**src/rtl/axil_cfg_regs.sv**
```systemverilog
// AXI4-Lite register file: index 0 is a read-only ID word, indices 1..NUM_REGS-1 are RW.
// AW and W each go into a one-entry hold, and a write commits once both holds are full.
module axil_cfg_regs #(
  parameter int unsigned NUM_REGS      = 8,
  parameter int unsigned REG_ADDR_BITS = 12,
  parameter logic [31:0] ID_VALUE      = 32'h4D4E5348,
  parameter logic [31:0] RESET_VALUE   = 32'h00000000
) (
  input  logic                      axil_aclk,
  input  logic                      axil_aresetn,
  input  logic                      s_axil_awvalid,
  input  logic [31:0]               s_axil_awaddr,
  output logic                      s_axil_awready,
  input  logic                      s_axil_wvalid,
  input  logic [31:0]               s_axil_wdata,
  input  logic [3:0]                s_axil_wstrb,
  output logic                      s_axil_wready,
  output logic                      s_axil_bvalid,
  output logic [1:0]                s_axil_bresp,
  input  logic                      s_axil_bready,
  input  logic                      s_axil_arvalid,
  input  logic [31:0]               s_axil_araddr,
  output logic                      s_axil_arready,
  output logic                      s_axil_rvalid,
  output logic [31:0]               s_axil_rdata,
  output logic [1:0]                s_axil_rresp,
  input  logic                      s_axil_rready,
  output logic [NUM_REGS*32-1:0]    cfg_regs,
  output logic [NUM_REGS-1:0]       cfg_wr_stb
);

  localparam int unsigned IdxW = REG_ADDR_BITS - 2;
  localparam logic [1:0] RespOkay   = 2'b00;
  localparam logic [1:0] RespSlvErr = 2'b10;
  localparam logic [1:0] RespDecErr = 2'b11;

  logic                aw_held_q;
  logic [IdxW-1:0]     aw_idx_q;
  logic                w_held_q;
  logic [31:0]         w_data_q;
  logic [3:0]          w_strb_q;
  logic                bvalid_q;
  logic [1:0]          bresp_q;
  logic                rvalid_q;
  logic [31:0]         rdata_q;
  logic [1:0]          rresp_q;
  logic [31:0]         regs_q [1:NUM_REGS-1];
  logic [NUM_REGS-1:0] wr_stb_q;

  logic                aw_hs, w_hs, ar_hs, wr_commit;
  logic [IdxW-1:0]     ar_idx;
  logic [NUM_REGS-1:0] wr_sel;
  logic [1:0]          wr_resp;
  logic [31:0]         rd_data;
  logic [1:0]          rd_resp;

  // Only the offset inside the 4 KB window is decoded; the interconnect owns the rest.
  logic unused_addr;
  assign unused_addr = ^{s_axil_awaddr[31:REG_ADDR_BITS], s_axil_awaddr[1:0],
                         s_axil_araddr[31:REG_ADDR_BITS], s_axil_araddr[1:0]};

  assign s_axil_awready = axil_aresetn & ~aw_held_q;
  assign s_axil_wready  = axil_aresetn & ~w_held_q;
  assign s_axil_arready = axil_aresetn & ~rvalid_q;
  assign s_axil_bvalid  = bvalid_q;
  assign s_axil_bresp   = bresp_q;
  assign s_axil_rvalid  = rvalid_q;
  assign s_axil_rdata   = rdata_q;
  assign s_axil_rresp   = rresp_q;
  assign cfg_wr_stb     = wr_stb_q;

  assign aw_hs     = s_axil_awvalid & s_axil_awready;
  assign w_hs      = s_axil_wvalid & s_axil_wready;
  assign ar_hs     = s_axil_arvalid & s_axil_arready;
  assign wr_commit = aw_held_q & w_held_q & (~bvalid_q | s_axil_bready);
  assign ar_idx    = s_axil_araddr[REG_ADDR_BITS-1:2];

  always_comb begin
    wr_sel  = '0;
    wr_resp = RespDecErr;
    for (int unsigned i = 0; i < NUM_REGS; i++) begin
      wr_sel[i] = (32'(aw_idx_q) == i);
    end
    if (wr_sel[0]) begin
      wr_resp = RespSlvErr;
    end else if (|wr_sel) begin
      wr_resp = RespOkay;
    end
  end

  always_comb begin
    rd_data = '0;
    rd_resp = RespDecErr;
    if (32'(ar_idx) == 32'd0) begin
      rd_data = ID_VALUE;
      rd_resp = RespOkay;
    end
    for (int unsigned i = 1; i < NUM_REGS; i++) begin
      if (32'(ar_idx) == i) begin
        rd_data = regs_q[i];
        rd_resp = RespOkay;
      end
    end
  end

  always_comb begin
    cfg_regs       = '0;
    cfg_regs[31:0] = ID_VALUE;
    for (int unsigned i = 1; i < NUM_REGS; i++) begin
      cfg_regs[32*i +: 32] = regs_q[i];
    end
  end

  always_ff @(posedge axil_aclk or negedge axil_aresetn) begin
    if (!axil_aresetn) begin
      aw_held_q <= 1'b0;
      aw_idx_q  <= '0;
      w_held_q  <= 1'b0;
      w_data_q  <= '0;
      w_strb_q  <= '0;
    end else begin
      if (aw_hs) begin
        aw_held_q <= 1'b1;
        aw_idx_q  <= s_axil_awaddr[REG_ADDR_BITS-1:2];
      end else if (wr_commit) begin
        aw_held_q <= 1'b0;
      end
      if (w_hs) begin
        w_held_q <= 1'b1;
        w_data_q <= s_axil_wdata;
        w_strb_q <= s_axil_wstrb;
      end else if (wr_commit) begin
        w_held_q <= 1'b0;
      end
    end
  end

  always_ff @(posedge axil_aclk or negedge axil_aresetn) begin
    if (!axil_aresetn) begin
      bvalid_q <= 1'b0;
      bresp_q  <= RespOkay;
      wr_stb_q <= '0;
      for (int unsigned i = 1; i < NUM_REGS; i++) begin
        regs_q[i] <= RESET_VALUE;
      end
    end else begin
      wr_stb_q <= '0;
      if (wr_commit) begin
        bvalid_q <= 1'b1;
        bresp_q  <= wr_resp;
        if (wr_resp == RespOkay) begin
          wr_stb_q <= wr_sel;
          for (int unsigned i = 1; i < NUM_REGS; i++) begin
            if (wr_sel[i]) begin
              for (int k = 0; k < 4; k++) begin
                if (w_strb_q[k]) regs_q[i][8*k +: 8] <= w_data_q[8*k +: 8];
              end
            end
          end
        end
      end else if (s_axil_bready) begin
        bvalid_q <= 1'b0;
      end
    end
  end

  // Read samples regs_q before this edge's write lands, so a colliding read sees the old value.
  always_ff @(posedge axil_aclk or negedge axil_aresetn) begin
    if (!axil_aresetn) begin
      rvalid_q <= 1'b0;
      rdata_q  <= '0;
      rresp_q  <= RespOkay;
    end else if (ar_hs) begin
      rvalid_q <= 1'b1;
      rdata_q  <= rd_data;
      rresp_q  <= rd_resp;
    end else if (s_axil_rready) begin
      rvalid_q <= 1'b0;
    end
  end

endmodule

```
**config.mk**
```make
export PLATFORM = sky130hd
export DESIGN_NAME = axil_cfg_regs
export DESIGN_NICKNAME = d
export VERILOG_FILES = /design/src/rtl/axil_cfg_regs.sv
export SDC_FILE = /design/constraint.sdc
export NUM_CORES = 1
export LEC_CHECK = 0
export ABC_AREA = 1
export CAP_MARGIN = 25
export CELL_PAD_IN_SITES_DETAIL_PLACEMENT = 0
export CELL_PAD_IN_SITES_GLOBAL_PLACEMENT = 1
export CORE_MARGIN = 4
export CORE_UTILIZATION = 38
export CTS_CLUSTER_SIZE = 28
export DETAILED_ROUTE_END_ITERATION = 10
export PLACE_DENSITY_LB_ADDON = 0.2
export SKIP_LAST_GASP = 1
export SLEW_MARGIN = 30
export SYNTH_ARGS = -nofsm -noshare
export SYNTH_HDL_FRONTEND = slang
export SYNTH_SLANG_ARGS = --single-unit
```
**constraint.sdc**
```tcl
create_clock -name axil_aclk -period 3.5 [get_ports axil_aclk]
set_input_delay 0.525 -clock axil_aclk [delete_from_list [all_inputs] [get_ports axil_aclk]]
set_output_delay 0.525 -clock axil_aclk [all_outputs]
set_load 0.01 [all_outputs]
```
==> results.yml, run 1 <==
pwr:
  clockPowerShare_pct: 37.6
  power_switching_mw: 2.96
  comb_power_share_pct: 18.6
  p_per_area_nw_per_um2: 525
  ir_drop_v: 0.000290
  swShare_pct: 29.6
  p_leak_nw: 8.81
  power_mw: 10.0
  p_seq_share_pct: 43.7
  p_int_mw: 7.05
timing:
  finalSetupTns_ps: 0
  skew_ps: 8.13
  fmax_ghz: 0.362
  timing.final.ws_setup_ps: 736
  setup-violations-final: 0
  rsz0062_at_grt: "no"
  fin_crit_sh_pct: 79.0
  worst_pin_slew_ps: 926
  slew-limit-headroom_pct: 38.3
  min_period_ps: 2760
  drv_slew: 0
  hold_violations: 0
setup_path:
  critical_path_class: "primary input to output port"
  cp.arrival_ps: 2240
  crit_path_end_kind: "output port"
  max_stage_delay_ps: 590
  worst_r2r_startpoint: "aw_idx_q[7]$_DFFE_PN0P_"
  reg2regPathDepth: 5
  path_cells: "dlygate4sd3_1, buf_8, inv_1, nor2_1, clkdlybuf4s50_1"
  worst_path_max_delay_cell: "clkdlybuf4s50_1"
  r2r_slack_ps: 1080
  worstPathMaxFanout: 18
  critPathLaunchType: "primary input"
  r2r-end: "cfg_regs[160]$_DFFE_PN0P_"
  critPathRequiredTime_ps: 2970
drt:
  vias_per_cell: 5.09
  num_vias: 12676
  antenna_left: 0
  wl_per_cell_microns: 20.6
  drc_errors: 0
  wl_mm: 51.4
  firstDrtPassIters: 5
  drt_iter0_markers: 853
clock_network:
  path_clk_slew_ps: 50
  clock_sinks: 317
  clock_path_buffers: 3
  clockRootBuffer: "clkbuf_16"
  clkLatencyLatePin_ps: 520
  cts_resized: 0
  cts-buffers-inserted: 37
  h-tree-depth: 2
  tritoncts: "yes"
run:
  drv_cap: 0
die:
  pin_count: 412
  rows: 70
  initial_utilization_pct: 38.4
  core_sq_um: 36500
  die-area_sq_um: 40100
  dieWidth_microns: 200
  die_h_microns: 200
logic_synthesis:
  synth_area_sq_um: 14000
  yosys_most_used_dff: "dfrtp_1"
  synth_edf_count: 0
  yosysTopAreaCellShare_pct: 56.5
  yosysSeqAreaShare_pct: 56.5
  synth-async-reset-ratio_pct: 100
  netlist_instances: 1656
  post_synth_num_cell_types: 29
  ys_top_cells_by_area: "dfrtp_1 (57%), nand2_1 (12%), o21ai_0 (8.5%)"
  yosysWarnings: 0
  yosys.area.top_type: "dfrtp_1"
  ys_seq_elements: 317
  syn_avg_cell_area_sq_um: 8.47
placed_design:
  place_congestion: 0.803
  place.detailed.hpwl_mm: 35.4
  port-buffer-count: 335
  dpl_worst_slack_ps: 511
finish:
  drive_gt1_share_pct: 6.48
  finish.net_count: 2108
  area.growth.synth_to_final_pct: 36.0
  num_antenna_cells: 0
global_routing:
  grt_pass1_wl_mm: 78.3
  grt_max_degree: 131
  grt_pass1_vias: 12493
  overflow: 0
  grt_use_total_pct: 25.1
  antenna_found_initial: 5
hold_path:
  worstHoldPathType: "primary input to asynchronous set/reset pin"
outcome:
  status: "finished clean"
## cells in the final DEF (no fill, tap or decap), types with 4 or more instances in the layout
| master | synthesis | routed |
|---|---|---|
| or2_0 | 9 | 9 |
| nand3_1 | 168 | 168 |
| clkbuf_1 | 33 | 11 |
| and3_1 | 8 | 8 |
| nor2_2 | 4 | 5 |
| nor3_2 | 3 | 4 |
| clkbuf_8 | 0 | 7 |
| mux2_2 | 7 | 7 |
| clkdlybuf4s50_1 | 0 | 334 |
| inv_1 | 104 | 104 |
| o21ai_0 | 237 | 237 |
| or2_2 | 4 | 4 |
| o21ai_1 | 11 | 11 |
| nand4_1 | 22 | 22 |
| a21oi_1 | 63 | 63 |
| dfrtp_1 | 317 | 317 |
| nand2_1 | 440 | 438 |
| buf_4 | 34 | 46 |
| nor2_1 | 132 | 128 |
| clkbuf_16 | 0 | 37 |
| conb_1 | 2 | 33 |
## worst max-delay path by stage
stage | to | from | cells past startpoint | slack, ps
after floorplan | s_axil_rdata[12]$_DFFE_PN0P_ | s_axil_araddr[3] | 13 | 1700
after global placement | s_axil_rdata[10]$_DFFE_PN0P_ | s_axil_araddr[4] | 11 | 500
after detailed placement | s_axil_rdata[10]$_DFFE_PN0P_ | s_axil_araddr[4] | 11 | 510
after CTS | s_axil_wready | axil_aresetn | 5 | 740
after global routing | s_axil_wready | axil_aresetn | 5 | 680
final | s_axil_wready | axil_aresetn | 5 | 740
## worst max-delay path: cells and delay by family
family / cells / cell delay (ps)
buf+inv: 4 / 1470
simple gates: 1 / 220
## repair_timing
action	4_1_cts	5_1_grt
hold buffers	1	0
endpoints found under the hold margin	15	0
buffers inserted	0	0
## registers in the layout, summed over array words and instances (netlist names)
register,count
cfg_regs,224
s_axil_rdata,32
w_data_q,32
aw_idx_q,10
cfg_wr_stb,8
w_strb_q,4
s_axil_bresp,2
aw_held_q,1
s_axil_bvalid,1
s_axil_rresp,1
s_axil_rvalid,1
w_held_q,1
## layer usage
metal	share of wire, %	vias up	routed length (microns)	GRT usage [%]
met3	7.9	72	4040	6.70
met1	43	6102	22200	33.9
met2	47	447	24000	41.1
met4	2.1	6	1080	5.70
li1	-	6049	-	-
met5	0.080	-	41	0
## per-stage QoR
| stage | cell area [sq um] | hold WS (ps) | cells | util, % |
|---|---|---|---|---|
| finish | 19100 | 437 | 2490 | 52.2 |
| global route | 19100 | 436 | 2490 | 52.2 |
| CTS | 19100 | 415 | 2490 | 52.2 |
| detailed placement | 17900 | 363 | 2429 | 49.0 |
| global placement | 17900 | 365 | 2429 | 49.0 |
| floorplan | 14100 | 229 | 1687 | - |
## cell type report
| type | instances | area (sq um) |
|---|---|---|
| flip-flops and latches | 317 | 7930 |
| well taps | 468 | 586 |
| inverters | 106 | 398 |
| clock inverters | 5 | 100 |
| fillers | 3442 | 17400 |
| repair buffers | 385 | 3770 |
| multi-input cells | 1154 | 5220 |
| clock buffers | 55 | 1060 |
## cells in the mapped netlist (all sizes together) (8+ instances only)
cell type and instances:
nand2 441, or2 13, dfrtp 317, clkbuf 33
o21ai 248, nand3 168, nand4 22, nor2 136
buf 77, and3 8, inv 106, a21oi 63
## logic make-up after synthesis
logic type	Yosys count	share of synthesized area (%)
and+or+nand+nor	800	24.2
AOI/OAI and AO/OA	314	11.2
other	2	0.0535
muxes	7	0.562
buffers and inverters	216	7.40
DFF	317	56.5
## power groups by stage
stage | sequential [mW] | combinational, mW | clock, mW
global route | 4.43 | 2.07 | 4.00
floorplan | 4.45 | 0.875 | 0
finish | 4.37 | 1.87 | 3.77
detailed placement | 4.44 | 1.88 | 0
global placement | 4.42 | 1.85 | 0
CTS | 4.38 | 1.89 | 3.84
Power figures use the tool's default switching activity.
==> run 2, diff against run 1 <==
CORE_UTILIZATION = 31   (was 38)
clock period = 2.26 ns   (was 3.5 ns; I/O delays follow)
==> results.yml, run 2 (synthesized netlist as in run 1, its figures left out) <==
outcome:
  status: "finished with violations"
  violations: "hold timing"
clock_network:
  path_clk_slew_ps: 60
  cts_resized: 0
  cts_hold_buf: 1
  clock_path_buffers: 3
  cts-buffers-inserted: 38
  clockRootBuffer: "clkbuf_16"
  clkLatencyLatePin_ps: 540
  cts_setup_buffers: 0
  clock_sinks: 317
  h-tree-depth: 2
  tritoncts: "yes"
timing:
  skew_ps: 15.3
  fin_crit_sh_pct: 92.7
  slew-limit-headroom_pct: 42.3
  timing.final.ws_setup_ps: 165
  drv_slew: 0
  fmax_ghz: 0.477
  hold_ws_ps: -69.3
  hold_violations: 70
  finalSetupTns_ps: 0
  worst_pin_slew_ps: 865
  min_period_ps: 2090
  setup-violations-final: 0
  rsz0062_at_grt: "no"
pwr:
  p_per_area_nw_per_um2: 796
  power_mw: 15.9
  swShare_pct: 30.1
  comb_power_share_pct: 18.8
  p_seq_share_pct: 42.8
  power_switching_mw: 4.78
  p_int_mw: 11.1
  p_leak_nw: 9.19
  ir_drop_v: 0.000499
  clockPowerShare_pct: 38.4
setup_path:
  r2r_slack_ps: 450
  r2r-end: "cfg_regs[141]$_DFFE_PN0P_"
  crit_path_end_kind: "output port"
  worstPathMaxFanout: 3
  worst_r2r_startpoint: "aw_idx_q[5]$_DFFE_PN0P_"
  critPathLaunchType: "register"
  critPathRequiredTime_ps: 1920
  cp.arrival_ps: 1760
  reg2regPathDepth: 8
  critical_path_class: "register to output port"
  worstSetupStartpoint: "w_held_q$_DFFE_PN0P_"
placed_design:
  dpl-instance-area_sq_um: 18700
  place.detailed.hpwl_mm: 39.2
  place_congestion: 0.840
  dpl_worst_slack_ps: -136
  port-buffer-count: 335
global_routing:
  grt_use_total_pct: 22.2
  antenna_found_initial: 2
  grt_max_degree: 141
  grt_pass1_wl_mm: 80.8
  grt_util_met2_pct: 35.4
  overflow: 0
  grtUsageMet1_pct: 31.0
  busiest_layer: "met2"
  grtUsageMet3_pct: 4.09
  grt_pass1_vias: 12610
drt:
  num_vias: 12812
  firstDrtPassIters: 5
  drc_errors: 0
  antenna_left: 0
  wl_per_cell_microns: 20.5
  drt_iter0_markers: 972
  vias_per_cell: 4.78
  wl_mm: 54.9
finish:
  final-seq-area_sq_um: 7930
  fillers: 4446
  multi_input_area_sq_um: 5220
  drive_gt1_share_pct: 9.35
  final_cell_mix: "nand2_1 (438), clkdlybuf4s50_1 (334), dfrtp_1 (317)"
  largest_register_ffs: 224
  area.growth.synth_to_final_pct: 42.0
  final_core_util_pct: 44.8
  layout_commonest_cell: "nand2_1"
  postLayoutCellArea_sq_um: 19900
  finish.net_count: 2164
die:
  die_h_microns: 221
  rows: 77
  die-area_sq_um: 48700
  dieWidth_microns: 221
  pin_count: 412
  initial_utilization_pct: 31.5
  core_sq_um: 44500
hold_path:
  worstHoldPathType: "primary input to asynchronous set/reset pin"
run:
  drv_cap: 0
==> run 2: cell types whose count changed in the layout (fill, tap and decap cells not counted), moves of 3 or more <==
cell,previous run,this run
buf_12,3,19
buf_4,46,85
clkbuf_16,37,41
clkbuf_8,7,4
clkinv_2,2,10
==> run 2: worst max-delay path: stages (launching register included) <==
cell	delay, ps
dfrtp_1	400
nor2_1	220
clkdlybuf4s50_1	590
==> run 2: worst max path at each step <==
stage | endpoint | cells after the start
6_report | s_axil_wready | 2
5_1_grt | s_axil_wready | 2
4_1_cts | s_axil_wready | 2
3_5_place_dp | s_axil_rdata[28]$_DFFE_PN0P_ | 11
3_3_place_gp | s_axil_rdata[28]$_DFFE_PN0P_ | 11
2_1_floorplan | cfg_regs[134]$_DFFE_PN0P_ | 7
==> run 2: power groups by stage <==
stage / combinational (mW) / clock, mW / sequential (mW)
after CTS: 3.03 / 6.26 / 6.79
after floorplan: 1.36 / 0 / 6.89
after global placement: 2.97 / 0 / 6.87
final: 2.98 / 6.10 / 6.79
after global routing: 3.30 / 6.50 / 6.87
after detailed placement: 3.02 / 0 / 6.88
==> run 2: through the flow <==
stage          hold WS (ps)  std cells
2_1_floorplan          43.4       1687
3_5_place_dp            175       2608
6_report              -69.3       2679
3_3_place_gp            174       2608
5_1_grt                10.9       2679
4_1_cts               0.464       2678
==> run 2: area by class of cell <==
| type | count | area share, % |
|---|---|---|
| Sequential cell | 317 | 39.8 |
| Multi-Input combinational cell | 1154 | 26.2 |
| Timing Repair Buffer | 440 | 22.0 |
| Clock buffer | 56 | 5.63 |
| Tap cell | 592 | 3.72 |
| Inverter | 106 | 2.00 |
| Clock inverter | 13 | 0.590 |
| Antenna cell | 1 | 0.0126 |
==> run 2: per-layer routing <==
layer / vias to the layer above / part of all wire (%)
li1: 6172 / -
met1: 6155 / 45
met2: 398 / 46
met3: 85 / 6.3
met4: 2 / 2.9
met5: - / 0.029
==> run 3, diff against run 2 <==
CORE_UTILIZATION = 35   (was 31)
clock period = 2.28 ns   (was 2.26 ns; I/O delays follow)
==> results.yml, run 3 (synthesized netlist as in run 1, its figures left out) <==
setup_path:
  path_cells: "nor2_1, clkdlybuf4s50_1"
  critPathLaunchType: "register"
  critPathRequiredTime_ps: 1940
  cp.arrival_ps: 1740
  cp.depth: 2
  critPathTopFamily: "buffers and inverters"
  reg2regPathDepth: 8
  r2r-end: "cfg_regs[85]$_DFFE_PN0P_"
  worst_path_max_delay_cell: "clkdlybuf4s50_1"
  r2r_slack_ps: 240
  cp_num_buf_inv: 1
  worstPathMaxFanout: 3
  max_stage_delay_ps: 590
  worst_r2r_startpoint: "aw_idx_q[1]$_DFFE_PN0P_"
  crit_path_end_kind: "output port"
  critical_path_class: "register to output port"
drt:
  antenna_left: 0
  vias_per_cell: 4.94
  drc_errors: 0
  firstDrtPassIters: 5
  wl_mm: 52.2
  wl_per_cell_microns: 20.1
  drt_iter0_markers: 916
  num_vias: 12828
timing:
  setup-violations-final: 0
  fmax_ghz: 0.481
  slew-limit-headroom_pct: 34.7
  hold_ws_ps: -125
  fin_crit_sh_pct: 91.2
  worst_pin_slew_ps: 979
  hold_violations: 43
  skew_ps: 19.6
  drv_slew: 0
  rsz0062_at_grt: "no"
  min_period_ps: 2080
die:
  dieWidth_microns: 208
  initial_utilization_pct: 35.4
  rows: 73
  core_sq_um: 39600
  pin_count: 412
  die-area_sq_um: 43400
  die_h_microns: 208
pwr:
  clockPowerShare_pct: 36.3
  power_switching_mw: 4.59
  p_leak_nw: 9.15
  comb_power_share_pct: 19.4
  p_int_mw: 10.6
  swShare_pct: 30.3
  ir_drop_v: 0.000422
  p_seq_share_pct: 44.3
  p_per_area_nw_per_um2: 768
clock_network:
  cts_resized: 0
  tritoncts: "yes"
  cts_setup_buffers: 0
  clock_sinks: 317
  cts-buffers-inserted: 36
  clkLatencyLatePin_ps: 530
  clockRootBuffer: "clkbuf_16"
  h-tree-depth: 2
  path_clk_slew_ps: 60
  clock_path_buffers: 3
outcome:
  status: "finished with violations"
  violations: "hold timing"
finish:
  final_cell_mix: "nand2_1 (438), clkdlybuf4s50_1 (334), dfrtp_1 (317)"
  finish.net_count: 2157
  largest_register_ffs: 224
  drive_gt1_share_pct: 8.80
  layout_commonest_cell: "nand2_1"
  postLayoutCellArea_sq_um: 19800
  fillers: 3838
  area.growth.synth_to_final_pct: 40.8
  final-seq-area_sq_um: 7930
  multi_input_area_sq_um: 5220
  finalNonFillerCells: 2595
  final_core_util_pct: 49.8
global_routing:
  overflow: 0
  antenna_found_initial: 1
  grt_pass1_wl_mm: 78.9
  grt_pass1_vias: 12506
  grt_max_degree: 163
  grt_use_total_pct: 23.5
hold_path:
  worstHoldPathType: "primary input to asynchronous set/reset pin"
run:
  drv_cap: 0
placed_design:
  dpl-instance-area_sq_um: 18600
  port-buffer-count: 335
  place_congestion: 0.825
  place.detailed.hpwl_mm: 37.0
  dp.cells: 2534
[run 3: cell types whose count changed in the layout (fill, tap and decap cells not counted), sizes merged]
cell / delta
clkinv: -3
bufinv: -1
buf: -6
dlygate4sd3: +1
clkbuf: -8
inv: +1
clkinvlp: -1
[run 3: repair_timing]
item | in CTS | in global routing
hold endpoints to repair | 1 | 63
setup endpoints to repair | 0 | 0
hold buffers | 1 | 1
[run 3: stage by stage]
step           total power [mW]  hold slack, ps  setup TNS, ps  setup WS (ps)
2_1_floorplan              8.18            46.4              0            621
3_3_place_gp               9.72             127           -289          -52.5
3_5_place_dp               9.79             126           -660          -69.4
4_1_cts                    15.3            11.1              0            145
5_1_grt                    15.9            8.52              0            102
6_report                   15.2            -125              0            200
[run 3: worst max-delay path by stage]
stage / start / endpoint / slack, ps
CTS: s_axil_rvalid$_DFFE_PN0P_ / s_axil_arready / 140
floorplan: s_axil_bvalid$_DFFE_PN0P_ / cfg_regs[134]$_DFFE_PN0P_ / 620
detailed placement: s_axil_araddr[11] / s_axil_rdata[2]$_DFFE_PN0P_ / -70
global placement: s_axil_araddr[11] / s_axil_rdata[2]$_DFFE_PN0P_ / -50
finish: s_axil_rvalid$_DFFE_PN0P_ / s_axil_arready / 200
global route: s_axil_rvalid$_DFFE_PN0P_ / s_axil_arready / 100
[run 3: layer usage]
layer / up-vias / global-route usage, % / share of wire, %
li1: 6154 / - / -
met1: 6185 / 32.8 / 45
met2: 440 / 38.1 / 47
met3: 49 / 5.26 / 7.1
met4: 0 / 4.82 / 1.5
met5: - / 0 / 0
[run 3: power by group through the flow]
stage	combinational, mW	sequential (mW)	clock (mW)
detailed placement	2.97	6.82	0
global placement	2.92	6.80	0
finish	2.94	6.72	5.50
CTS	2.98	6.72	5.61
global route	3.26	6.81	5.85
floorplan	1.34	6.83	0
[run 3: area by class of cell]
class / instances / area share (%)
Timing Repair Buffer: 435 / 22.5
Tap cell: 525 / 3.33
Inverter: 106 / 2.01
Antenna cell: 1 / 0.0127
Clock inverter: 9 / 0.374
Multi-Input combinational cell: 1154 / 26.4
Clock buffer: 48 / 5.15
Sequential cell: 317 / 40.2
